<file path="config.mk">
export PLATFORM = sky130hd
export DESIGN_NAME = mbledhesi_sekuencial
export DESIGN_NICKNAME = d
export VERILOG_FILES = /design/src/rtl/alu_pkg.sv /design/src/rtl/mbledhesi_digit.sv /design/src/rtl/mbledhesi_sekuencial.sv
export SDC_FILE = /design/constraint.sdc
export NUM_CORES = 1
export LEC_CHECK = 0
export ABC_AREA = 1
export CORE_UTILIZATION = 25
export CTS_CLUSTER_DIAMETER = 40
export DETAILED_ROUTE_END_ITERATION = 7
export GPL_TIMING_DRIVEN = 0
export PLACE_DENSITY = 0.43
export SKIP_LAST_GASP = 1
export SYNTH_ARGS = -nofsm -noshare
export SYNTH_HDL_FRONTEND = slang
export SYNTH_SLANG_ARGS = --single-unit
</file>
<file path="constraint.sdc">
create_clock -name clk -period 3.6 [get_ports clk]
set_input_delay 0.72 -clock clk [delete_from_list [all_inputs] [get_ports clk]]
set_output_delay 0.72 -clock clk [all_outputs]
set_load 0.02 [all_outputs]
</file>
<file path="src/rtl/alu_pkg.sv">
// Shared definitions for the sequential adder/subtractor: FSM encoding and
// sizing helpers used by the top level and the testbench.
package alu_pkg;

   typedef enum logic [1:0] {
      IDLE = 2'd0,
      RUN  = 2'd1,
      FIN  = 2'd2
   } alu_state_e;

   // Number of digit steps needed to cover the full operand width.
   function automatic int digitCount(input int width, input int digit);
      return width / digit;
   endfunction

   // Counter must be at least one bit wide even for single-digit operation.
   function automatic int counterWidth(input int n);
      return (n <= 1) ? 1 : $clog2(n);
   endfunction

endpackage

</file>
<file path="src/rtl/mbledhesi_digit.sv">
// One DIGIT-wide ripple slice built from 1-bit full-adder cells; also exposes
// the carry into its top bit so the caller can derive signed overflow.
module mbledhesi_fa (
   input  logic a_i,
   input  logic b_i,
   input  logic c_i,
   output logic s_o,
   output logic c_o
);

   assign s_o = a_i ^ b_i ^ c_i;
   assign c_o = (a_i & b_i) | (a_i & c_i) | (b_i & c_i);

endmodule

module mbledhesi_digit #(
   parameter int DIGIT = 4
) (
   input  logic [DIGIT-1:0] x,
   input  logic [DIGIT-1:0] y,
   input  logic             cin,
   output logic [DIGIT-1:0] s,
   output logic             cout,
   output logic             cmsb
);

   logic [DIGIT:0] carryChain;

   assign carryChain[0] = cin;

   for (genvar i = 0; i < DIGIT; i++) begin : g_bit
      mbledhesi_fa u_fa (
         .a_i (x[i]),
         .b_i (y[i]),
         .c_i (carryChain[i]),
         .s_o (s[i]),
         .c_o (carryChain[i+1])
      );
   end

   assign cout = carryChain[DIGIT];
   assign cmsb = carryChain[DIGIT-1];

endmodule

</file>
<file path="src/rtl/mbledhesi_sekuencial.sv">
// Multi-cycle adder/subtractor: adds DIGIT bits per clock, LSB digit first,
// with a start/busy/done handshake and carry/overflow/zero flags.
module mbledhesi_sekuencial
   import alu_pkg::*;
#(
   parameter int WIDTH = 16,
   parameter int DIGIT = 4
) (
   input  logic             clk,
   input  logic             rst_n,
   input  logic             start,
   input  logic             sub,
   input  logic [WIDTH-1:0] a,
   input  logic [WIDTH-1:0] b,
   output logic             busy,
   output logic             done,
   output logic [WIDTH-1:0] sum,
   output logic             cout,
   output logic             overflow,
   output logic             zero
);

   localparam int N  = digitCount(WIDTH, DIGIT);
   localparam int CW = counterWidth(N);
   localparam logic [CW-1:0] LAST_DIGIT = CW'(N - 1);

   alu_state_e       state_q;
   logic [CW-1:0]    cnt_q;
   logic [WIDTH-1:0] aOp_q;
   logic [WIDTH-1:0] bOp_q;
   logic             carry_q;
   logic [WIDTH-1:0] work_q;
   logic [WIDTH-1:0] sum_q;
   logic             cout_q;
   logic             ovf_q;
   logic             zero_q;
   logic             busy_q;
   logic             done_q;

   logic [DIGIT-1:0] aDigit;
   logic [DIGIT-1:0] bDigit;
   logic [DIGIT-1:0] digitSum;
   logic             digitCout;
   logic             digitCmsb;
   logic [WIDTH-1:0] work_d;
   int               digitBase;

   // Select the digit currently being processed and merge its sum into the
   // working copy; sum only sees the working register once all digits are in.
   always_comb begin
      digitBase = int'(cnt_q) * DIGIT;
      aDigit    = aOp_q[digitBase +: DIGIT];
      bDigit    = bOp_q[digitBase +: DIGIT];
      work_d    = work_q;
      work_d[digitBase +: DIGIT] = digitSum;
   end

   mbledhesi_digit #(
      .DIGIT (DIGIT)
   ) u_digit (
      .x    (aDigit),
      .y    (bDigit),
      .cin  (carry_q),
      .s    (digitSum),
      .cout (digitCout),
      .cmsb (digitCmsb)
   );

   // Subtraction is A + ~B + 1: the inverted operand is stored and the
   // carry register is preloaded with the sub flag.
   always_ff @(posedge clk or negedge rst_n) begin
      if (!rst_n) begin
         state_q <= IDLE;
         cnt_q   <= '0;
         aOp_q   <= '0;
         bOp_q   <= '0;
         carry_q <= 1'b0;
         work_q  <= '0;
         sum_q   <= '0;
         cout_q  <= 1'b0;
         ovf_q   <= 1'b0;
         zero_q  <= 1'b1;
         busy_q  <= 1'b0;
         done_q  <= 1'b0;
      end else begin
         case (state_q)
            IDLE, FIN: begin
               done_q <= 1'b0;
               if (start) begin
                  aOp_q   <= a;
                  bOp_q   <= sub ? ~b : b;
                  carry_q <= sub;
                  cnt_q   <= '0;
                  work_q  <= '0;
                  busy_q  <= 1'b1;
                  state_q <= RUN;
               end else begin
                  busy_q  <= 1'b0;
                  state_q <= IDLE;
               end
            end
            RUN: begin
               work_q  <= work_d;
               carry_q <= digitCout;
               cnt_q   <= cnt_q + 1'b1;
               if (cnt_q == LAST_DIGIT) begin
                  sum_q   <= work_d;
                  cout_q  <= digitCout;
                  ovf_q   <= digitCmsb ^ digitCout;
                  zero_q  <= (work_d == '0);
                  busy_q  <= 1'b0;
                  done_q  <= 1'b1;
                  state_q <= FIN;
               end
            end
            default: begin
               busy_q  <= 1'b0;
               done_q  <= 1'b0;
               state_q <= IDLE;
            end
         endcase
      end
   end

   assign busy     = busy_q;
   assign done     = done_q;
   assign sum      = sum_q;
   assign cout     = cout_q;
   assign overflow = ovf_q;
   assign zero     = zero_q;

endmodule

</file>
== After elaboration in Yosys (flattened, before gate mapping) ==
Cells that the tools add are included.

* Add/sub/neg operators: 2
* Muxes and demuxes: 16
* Equality and inequality tests: 5
* Shift operators: 4
* Reductions and logical operators: 7
* Bitwise gates (word level): 30

{| class="wikitable"
|+ Operator list
! operator !! number
|-
| $neg 4->33 || 1
|-
| $shift 4x33->16 const A || 1
|-
| $shiftx 4x33->16 || 1
|-
| $mux 16 || 2
|-
| $pmux 16 s2 || 1
|-
| $shiftx 16x5->4 || 2
|-
| $bwmux 16 || 1
|-
| $logic_not 16->1 || 1
|-
| $not 16->16 || 1
|-
| $and 1x1->1 || 12
|-
| $xor 1x1->1 || 9
|-
| $or 1x1->1 || 8
|-
| $pmux 2 s2 || 2
|-
| $mux 1 || 6
|-
| $reduce_and 2->1 || 3
|-
| $eq 2x2->1 const B || 2
|-
| $mux 2 || 2
|-
| $ne 2x2->1 const B || 2
|-
| $pmux 1 s2 || 2
|-
| $add 2x1->2 const B || 1
|-
| $eq 2x1->1 const B || 1
|-
| $logic_not 2->1 || 1
|-
| $reduce_bool 2->1 || 1
|-
| $reduce_or 2->1 || 1
|}

* Word-level logic and storage cells: 76
* Register bits: 74
* Output and inout port bits: 21

== Longest topological paths before layout ==
Gate-level depths: netlist of the first run.

* Depth in word-level cells: 14
* Gate-level depth with buffers: 18
* Mapped depth without buffers: 16

== By module ==
A second synthesis of the first run with hierarchy kept.

* Cell total of the unflattened synthesis: 417
* Area total of the unflattened synthesis: 3529.6 µm²

{| class="wikitable"
|+ Modules (own cells, without submodules)
! module !! times used !! seq. area each (µm²) !! cells each !! area each (µm²)
|-
| mbledhesi_sekuencial || 1 || 1828.0 || 413 || 3449.6
|-
| mbledhesi_fa || 4 || 0.0 || 1 || 20.0
|}

== Worst setup path after synthesis of the first run ==
No wires, ideal clock.

* Kind: reg-to-reg
* Start: reg cnt_q[1]
* End: reg zero_q (netlist: zero)
* Buffers on the path: 1
* Arrival: 3.264 ns
* Required time: 3.525 ns
* Library setup time: 0.075 ns
* Path slack: 0.260 ns
* Cell stages (with the launch flop): 18
* Path through: dfrtp_1 inv_1 clkbuf_1 o21ai_0 o22ai_1 fa_1 inv_1 fa_1 fa_1 fa_1 nor2_1 nand2_1 o21ai_1 nor2_1 nand2_1 nor2_1 nand2_1 nand2_1

* Word-level cells in the longest chain between the ends: 14
* Elaborated cells between the ends (all ways): 32

{| class="wikitable"
|+ RTL lines
! what !! RTL line !! RTL
|-
| start: declaration || mbledhesi_sekuencial.sv:28 || <nowiki>logic [CW-1:0] cnt_q;</nowiki>
|-
| start signal: assignment || mbledhesi_sekuencial.sv:105 || <nowiki>cnt_q <= cnt_q + 1'b1;</nowiki>
|-
| $shiftx 16x5->4, on equally long branches || mbledhesi_sekuencial.sv:52, mbledhesi_sekuencial.sv:53 ||
|-
| $and 1x1->1 || mbledhesi_digit.sv:12 || <nowiki>assign c_o = (a_i & b_i) | (a_i & c_i) | (b_i & c_i);</nowiki>
|-
| $or 1x1->1 (2 in series) || mbledhesi_digit.sv:12 ||
|-
| $and 1x1->1 || mbledhesi_digit.sv:12 ||
|-
| $or 1x1->1 (2 in series) || mbledhesi_digit.sv:12 ||
|-
| $and 1x1->1 || mbledhesi_digit.sv:12 ||
|-
| $or 1x1->1 (2 in series) || mbledhesi_digit.sv:12 ||
|-
| $xor 1x1->1 || mbledhesi_digit.sv:11 || <nowiki>assign s_o = a_i ^ b_i ^ c_i;</nowiki>
|-
| $shiftx 4x33->16 || mbledhesi_sekuencial.sv:55 || <nowiki>work_d[digitBase +: DIGIT] = digitSum;</nowiki>
|-
| $bwmux 16 || mbledhesi_sekuencial.sv:55 ||
|-
| $logic_not 16->1 || mbledhesi_sekuencial.sv:110 || <nowiki>zero_q <= (work_d == '0);</nowiki>
|-
| end signal: assignment || mbledhesi_sekuencial.sv:110 ||
|-
| end: declaration || mbledhesi_sekuencial.sv:36 || <nowiki>logic zero_q;</nowiki>
|}

Parallel ways exist; a longest one is shown, timed or not.
A chain may end at the register's enable or synchronous reset.

== Worst setup path in the final report of the first run ==
* Start: reg cnt_q[0]
* End: reg zero_q (netlist: zero)

The elaborated chain is that of the path after synthesis.

==> summary.md, run 1 <==
| Metric | Value |
|---|---|
| Synth Instances | `374` |
| Fin crit share | `95.3%` |
| Fmax | `292 MHz` |
| M1 WL | `4.12 mm` |
| Routed Antenna Nets | `0` |
| CP bufs+invs | `3` |
| Most frequent CP cell | `nand2_1` |
| Vias | `2759` |
| R2r worst-path depth | `17` |
| Storage cell area | `1800 µm²` |
| Layout cell share with drive strength beyond 1 | `15.2%` |
| Clock latency at the later pin of the worst-skew pair | `0.33 ns` |
| Initial antenna violation count | `0` |
| WL met2 | `4.22 mm` |
| P_leak | `2.04 nW` |
| Drt drc | `0` |
| Slew @ Worst Pin | `0.485 ns` |
| First-pass GRT wire length | `14.5 mm` |
| #FFs+latches synth | `72` |
| Core area | `13500 µm²` |
| Clk slew on worst S/H paths | `0.06 ns` |
| Register-to-register setup slack | `0.17 ns` |
| Status | `completed` |
| Seq/Total Area, Yosys | `51.5%` |
| Relative slew slack | `67.7%` |
| Critical path data arrival time | `3.71 ns` |
| Cell family with most CP delay | `adder cells` |
| Final WS setup | `0.171 ns` |
| PwrDens | `990 nW/µm²` |
| Clk_skew | `0.00441 ns` |
| Power share of the clock group | `18.5%` |
| Crit-path max FO | `10` |
| Slowest-stage cell, CP | `fa_2` |
| Overall Global Routing Usage | `13.1%` |
| Final Setup Violations | `0` |
| Netlist cell types | `27` |
| Area grow syn2layout | `33.0%` |
| Startpoint Class | `register` |
| DP Wirelength | `6.52 mm` |
| Pre-CTS setup slack | `-0.691 ns` |
| CP peak stage delay | `0.59 ns` |
| Final Hold Vio Count | `0` |
| Critical path class | `register to register` |
| Post-route minimum period | `3.43 ns` |
| Multi-input logic area | `1520 µm²` |
| Crit end category | `register` |
| Worst Hold Class | `input port to async pin` |
| Max_cap viols | `0` |
| Reg-to-reg startpoint | `cnt_q[0]` |
| Syn Std Cell Area | `3500 µm²` |
| Register share of total power | `30.1%` |
| CTS tree | `yes` |
| Clk Tree Root Cell | `clkbuf_16` |
| Detailed Route Iter0 Violations | `108` |
| Worst Path Required | `3.88 ns` |
| Die width | `120 µm` |
| Largest net degree at the start of global routing | `52` |
| Total routed wirelength | `8.82 mm` |
| Combinational Power Share | `51.4%` |
| P_sw | `1.92 mW` |
| Synth warn | `0` |
| Clk sinks | `72` |
| Mean Syn Cell Area | `9.36 µm²` |
| WP depth | `17` |
| Num rows | `42` |
| ANT cells | `0` |
| Avg WL per Cell | `14.1 µm` |
| Setup TNS Final | `0 ns` |
| Ports | `57` |
| CTS max path bufs | `2` |
| DR top layer | `met4` |
| Synthesized Nets | `420` |
| Gpl congestion | `0.810` |
| Via density | `4.42` |
| RSZ-0062 raised after global routing | `no` |
| Reg2reg end | `zero` |
| # H-tree levels | `3` |
| Switching share of power | `41.7%` |
| Peak supply drop | `0.000469 V` |
| Initial Util | `26.0%` |
| Fin. max-slew vios | `0` |
| Cell Int Power | `2.69 mW` |
| Met3 routed WL | `358 µm` |
| Port bufs | `55` |
| Total CTS buffers | `9` |
| Net count, final | `489` |
| CP cell instances | `buf_6 -> buf_6 -> o21ai_0 -> o22ai_2 -> fa_1 -> inv_1 -> fa_1 -> fa_2 -> fa_2 -> nor2_4 -> nand3_1 -> nand2_1 -> nor2_2 -> nand3_1 -> nor2_1 -> nand2_1 -> nand2_1` |
| Vias in the first global route | `2815` |
| Die area | `14500 µm²` |
| FILL cells | `1452` |
| First-pass DRT Iterations | `4` |
| Die Y | `120 µm` |
| Remaining Overflow, GRT | `0` |
## cell families (layout without fill, tap and decap cells)
| family | count (synthesis) | in the layout | share of synthesized area (%) |
|---|---|---|---|
| and+or+nand+nor | 138 | 138 | 16.0 |
| buffers and inverters | 44 | 118 | 5.83 |
| muxes | 16 | 16 | 5.15 |
| xor gates and xnor gates | 17 | 17 | 4.25 |
| DFF | 72 | 72 | 51.5 |
| adders and majority gates | 10 | 10 | 4.43 |
| AOI/OAI and AO/OA | 77 | 77 | 12.8 |
## through the flow
step | instance area, µm² | std cells | hold WS (ns) | total power, mW | util [%]
floorplan | 3500 | 374 | 0.424 | 2.85 | -
global placement | 4270 | 605 | 0.457 | 3.64 | 31.8
finish | 4660 | 624 | 0.282 | 4.61 | 34.6
global route | 4660 | 624 | 0.299 | 4.97 | 34.6
CTS | 4640 | 624 | 0.281 | 4.62 | 34.5
detailed placement | 4300 | 606 | 0.462 | 3.65 | 31.9
## routing by layer
layer	track usage [%]	vias to the layer above
met5	0	-
met4	3.94	0
met3	3.49	10
met2	21.7	59
met1	16.7	1330
li1	-	1360
## Yosys cell counts
| master | n | area [µm²] |
|---|---|---|
| a21oi_1 | 10 | 50.1 |
| a22o_1 | 6 | 52.6 |
| a32o_1 | 6 | 60.1 |
| buf_2 | 7 | 35.0 |
| buf_4 | 4 | 30.0 |
| buf_6 | 2 | 22.5 |
| clkbuf_1 | 4 | 15.0 |
| dfrtp_1 | 71 | 1780 |
| dfstp_2 | 1 | 26.3 |
| fa_1 | 4 | 80.1 |
| ha_1 | 6 | 75.1 |
| inv_1 | 23 | 86.3 |
| inv_2 | 4 | 15.0 |
| mux2_2 | 16 | 180 |
| nand2_1 | 103 | 387 |
| nand2_2 | 2 | 12.5 |
| nand2_4 | 1 | 11.3 |
| nand3_1 | 7 | 35.0 |
| nand3b_1 | 1 | 7.51 |
| nor2_1 | 22 | 82.6 |
| nor2_2 | 1 | 6.26 |
| nor2_8 | 1 | 20.0 |
| o211ai_1 | 1 | 7.51 |
| o21ai_0 | 45 | 225 |
| o21ai_1 | 3 | 15.0 |
| o22ai_1 | 6 | 37.5 |
| xnor2_1 | 17 | 149 |
## worst max-delay path by stage
stage	from	to	slack, ns
final	cnt_q[0]	zero	0.17
after CTS	cnt_q[0]	zero	0.05
after floorplan	cnt_q[1]	zero	0.26
after global routing	cnt_q[0]	zero	0.004
after detailed placement	cnt_q[1]	zero	-0.69
after global placement	rst_n	aOp_q[10]	-0.82
## worst reg2reg max path: stages, from the launching register on
cell and delay [ns]:
dfrtp_2 0.42, buf_6 0.17, buf_6 0.15, o21ai_0 0.12, o22ai_2 0.21, fa_1 0.19
inv_1 0.05, fa_1 0.37, fa_2 0.38, fa_2 0.59, nor2_4 0.06, nand3_1 0.08
nand2_1 0.08, nor2_2 0.15, nand3_1 0.11, nor2_1 0.10, nand2_1 0.07, nand2_1 0.06
## area by class of cell
| type | instances | area share, % |
|---|---|---|
| clock inverter | 4 | 0.591 |
| inverter | 27 | 2.23 |
| timing repair buffer | 59 | 12.8 |
| tap | 176 | 4.73 |
| multi-input combinational | 258 | 32.6 |
| clock buffer | 12 | 5.72 |
| buffer | 16 | 2.53 |
| sequential | 72 | 38.7 |
## flip-flops by register name (all words and copies together) (netlist names)
register	cells
bOp_q	16
zero	1
state_q	1
cnt_q	2
sum	16
aOp_q	16
overflow	1
cout	1
carry_q	1
work_q	16
busy	1
## power by group through the flow
stage	Sequential, mW	Combinational [mW]	Clock, mW
global placement	1.41	2.23	0
detailed placement	1.41	2.24	0
global route	1.44	2.62	0.913
floorplan	1.45	1.40	0
CTS	1.39	2.35	0.878
finish	1.39	2.37	0.853
## placed cells by master, fill, tap and decap left out, types with 2 or more instances in the layout
| master | Yosys | routed |
|---|---|---|
| nand2_1 | 103 | 103 |
| dfrtp_1 | 71 | 70 |
| clkdlybuf4s50_1 | 0 | 54 |
| o21ai_0 | 45 | 45 |
| inv_1 | 23 | 22 |
| nor2_1 | 22 | 20 |
| xnor2_1 | 17 | 17 |
| mux2_2 | 16 | 16 |
| a21oi_1 | 10 | 9 |
| clkbuf_16 | 0 | 9 |
| buf_4 | 4 | 7 |
| nand3_1 | 7 | 7 |
| a32o_1 | 6 | 6 |
| a22o_1 | 6 | 6 |
| ha_1 | 6 | 6 |
| o22ai_1 | 6 | 5 |
| buf_2 | 7 | 5 |
| buf_6 | 2 | 4 |
| inv_2 | 4 | 4 |
| clkbuf_8 | 0 | 4 |
| clkbuf_1 | 4 | 3 |
| o21ai_1 | 3 | 3 |
| clkinvlp_4 | 0 | 3 |
| nand2_2 | 2 | 2 |
| nor2_2 | 1 | 2 |
| fa_2 | 0 | 2 |
| fa_1 | 4 | 2 |
## what timing repair did
| item | in CTS | in global routing |
|---|---|---|
| pin swaps | 1 | 0 |
| buffers inserted | 3 | 0 |
| endpoints found under the setup margin | 15 | 1 |
| hold buffers | 0 | 0 |
| resized for setup | 12 | 4 |
No activity file was read; power rests on OpenSTA's default activity.
==> inputs of run 2 (changes only) <==
--- a/config.mk
+++ b/config.mk
@@ -11,6 +11,7 @@
 export DETAILED_ROUTE_END_ITERATION = 7
 export GPL_TIMING_DRIVEN = 0
 export PLACE_DENSITY = 0.43
+export RECOVER_POWER = 50
 export SKIP_LAST_GASP = 1
 export SYNTH_ARGS = -nofsm -noshare
 export SYNTH_HDL_FRONTEND = slang
==> summary.md, run 2 (same netlist as run 1, synthesis figures left out) <==
| Metric | Value |
|---|---|
| Overall Global Routing Usage | `13.1% (unchanged)` |
| Total CTS buffers | `9 (unchanged)` |
| Post-route minimum period | `3.43 ns (-0.00204 ns)` |
| Total routed wirelength | `8.83 mm (+0.10%)` |
| Placed Cells | `606 (unchanged)` |
| Fin cells | `624 (unchanged)` |
| Area grow syn2layout | `32.2%` |
| Fin. max-slew vios | `0 (unchanged)` |
| Final Setup Violations | `0 (unchanged)` |
| Worst Hold Class | `register to register` |
| Pre-CTS setup slack | `-0.691 ns (unchanged)` |
| R2r worst-path depth | `17 (unchanged)` |
| Via density | `4.43 (+0.11%)` |
| Critical path data arrival time | `3.70 ns (about the same)` |
| First-pass GRT wire length | `14.5 mm (unchanged)` |
| Startpoint Class | `register` |
| Register-to-register setup slack | `0.17 ns (about the same)` |
| # H-tree levels | `3 (unchanged)` |
| Reg2reg end | `zero` |
| Die width | `120 µm (unchanged)` |
| Commonest non-fill, non-tap cells in the layout | `nand2_1, dfrtp_1, clkdlybuf4s50_1, o21ai_0, inv_1` |
| Hold depth | `2` |
| Detailed Route Iter0 Violations | `112 (+3.7%)` |
| DP Wirelength | `6.52 mm (unchanged)` |
| Drt drc | `0 (unchanged)` |
| Port bufs | `55 (unchanged)` |
| Avg WL per Cell | `14.1 µm (+0.10%)` |
| Initial antenna violation count | `0 (unchanged)` |
| Net count, final | `489 (unchanged)` |
| Largest net degree at the start of global routing | `52 (unchanged)` |
| Final Hold Vio Count | `0 (unchanged)` |
| Critical path class | `register to register` |
| Worst Path Required | `3.88 ns (about the same)` |
| Ports | `57 (unchanged)` |
| Clk sinks | `72 (unchanged)` |
| Remaining Overflow, GRT | `0 (unchanged)` |
| Core area | `13500 µm² (unchanged)` |
| Initial Util | `26.0% (unchanged)` |
| Crit-path max FO | `10 (unchanged)` |
| Max_cap viols | `0 (unchanged)` |
| PwrDens | `994 nW/µm² (+0.47%)` |
| Status | `completed` |
| Gpl congestion | `0.810 (unchanged)` |
| Vias in the first global route | `2815 (unchanged)` |
| Clk slew on worst S/H paths | `0.06 ns (about the same)` |
| RSZ-0062 raised after global routing | `no` |
| Relative slew slack | `15.2% (-52 points)` |
| Clk Tree Root Cell | `clkbuf_16` |
| Commonest non-fill, non-tap cell in the layout | `nand2_1` |
| CTS max path bufs | `2 (unchanged)` |
| Worst hold path endpoint | `zero` |
| FILL cells | `1454 (+0.14%)` |
| Clk_skew | `0.00440 ns (-0.0000102 ns)` |
| Reg-to-reg startpoint | `cnt_q[0]` |
| Crit end category | `register` |
| P_leak | `2.03 nW (-0.60%)` |
| Layout cell share with drive strength beyond 1 | `14.7% (-0.45 points)` |
| Hold Startpoint | `zero` |
| Slew @ Worst Pin | `1.27 ns (+0.786 ns)` |
| Peak supply drop | `0.000469 V (about the same)` |
| Fin crit share | `95.2% (about the same)` |
| Vias | `2762 (+0.11%)` |
| Num rows | `42 (unchanged)` |
| Die area | `14500 µm² (unchanged)` |
| Final WS setup | `0.173 ns (+0.00204 ns)` |
| CTS tree | `yes` |
| Routed Antenna Nets | `0 (unchanged)` |
| First-pass DRT Iterations | `4 (unchanged)` |
| ANT cells | `0 (unchanged)` |
| Clock latency at the later pin of the worst-skew pair | `0.33 ns (about the same)` |
| Die Y | `120 µm (unchanged)` |
| Fmax | `292 MHz (about the same)` |
## run 2: how the worst max path moves through the flow
stage / startpoint / cells after the start / end / slack [ns]
after detailed placement: cnt_q[1] / 17 / zero / -0.69
after global routing: cnt_q[0] / 17 / zero / 0.004
after global placement: rst_n / 1 / aOp_q[10] / -0.82
after floorplan: cnt_q[1] / 17 / zero / 0.26
final: cnt_q[0] / 17 / zero / 0.17
after CTS: cnt_q[0] / 17 / zero / 0.05
## run 2: metrics by stage
step	hold slack, ns	utilization [%]	area [µm²]	power (mW)	TNS [ns]
global route	0.484	34.4	4630	4.96	0
finish	0.465	34.4	4630	4.60	0
detailed placement	0.462	31.9	4300	3.65	-4.47
CTS	0.281	34.5	4640	4.62	0
floorplan	0.424	-	3500	2.85	0
global placement	0.457	31.8	4270	3.64	-61.58
## run 2: area by class of cell
class | instances | area [µm²] | share of cell area [%]
Buffer | 16 | 118 | 2.54
Timing Repair Buffer | 59 | 572 | 12.4
Clock inverter | 4 | 27.5 | 0.595
Inverter | 27 | 104 | 2.24
Multi-Input combinational cell | 258 | 1520 | 32.8
Clock buffer | 12 | 267 | 5.76
Tap cell | 176 | 220 | 4.76
Sequential cell | 72 | 1800 | 39.0
## run 2: what timing repair did
| item | in CTS | in global routing |
|---|---|---|
| pin swaps | 1 | 0 |
| hold buffers | 0 | 0 |
| setup buffers | 3 | 0 |
| setup endpoints to repair | 15 | 1 |
| gates resized for setup | 12 | 4 |
## run 2: critical path, stage by stage (launching register included)
cell,delay (ns)
dfrtp_2,0.42
buf_6,0.17
buf_6,0.15
o21ai_0,0.12
o22ai_2,0.21
fa_1,0.19
inv_1,0.05
fa_1,0.37
fa_2,0.38
fa_2,0.59
nor2_4,0.06
nand3_1,0.08
nand2_1,0.08
nor2_2,0.15
nand3_1,0.11
nor2_1,0.10
nand2_1,0.07
nand2_1,0.06
## run 2: report_power, final
part,switching [mW],leakage [nW],total (mW),internal (mW)
Combinational,1.38,0.970,2.36,0.988
Sequential,0.212,0.922,1.39,1.17
Clock,0.331,0.137,0.852,0.521
Total,1.92,2.03,4.60,2.68
## run 2: layer usage
layer | part of all wire, % | wire length [µm] | track usage (%) | up-vias
met1 | 47 | 4120 | 16.7 | 1335
met3 | 3.9 | 344 | 3.49 | 10
met2 | 48 | 4250 | 21.7 | 57
met5 | 0 | 0 | 0 | -
li1 | - | - | - | 1360
met4 | 1.3 | 115 | 3.94 | 0
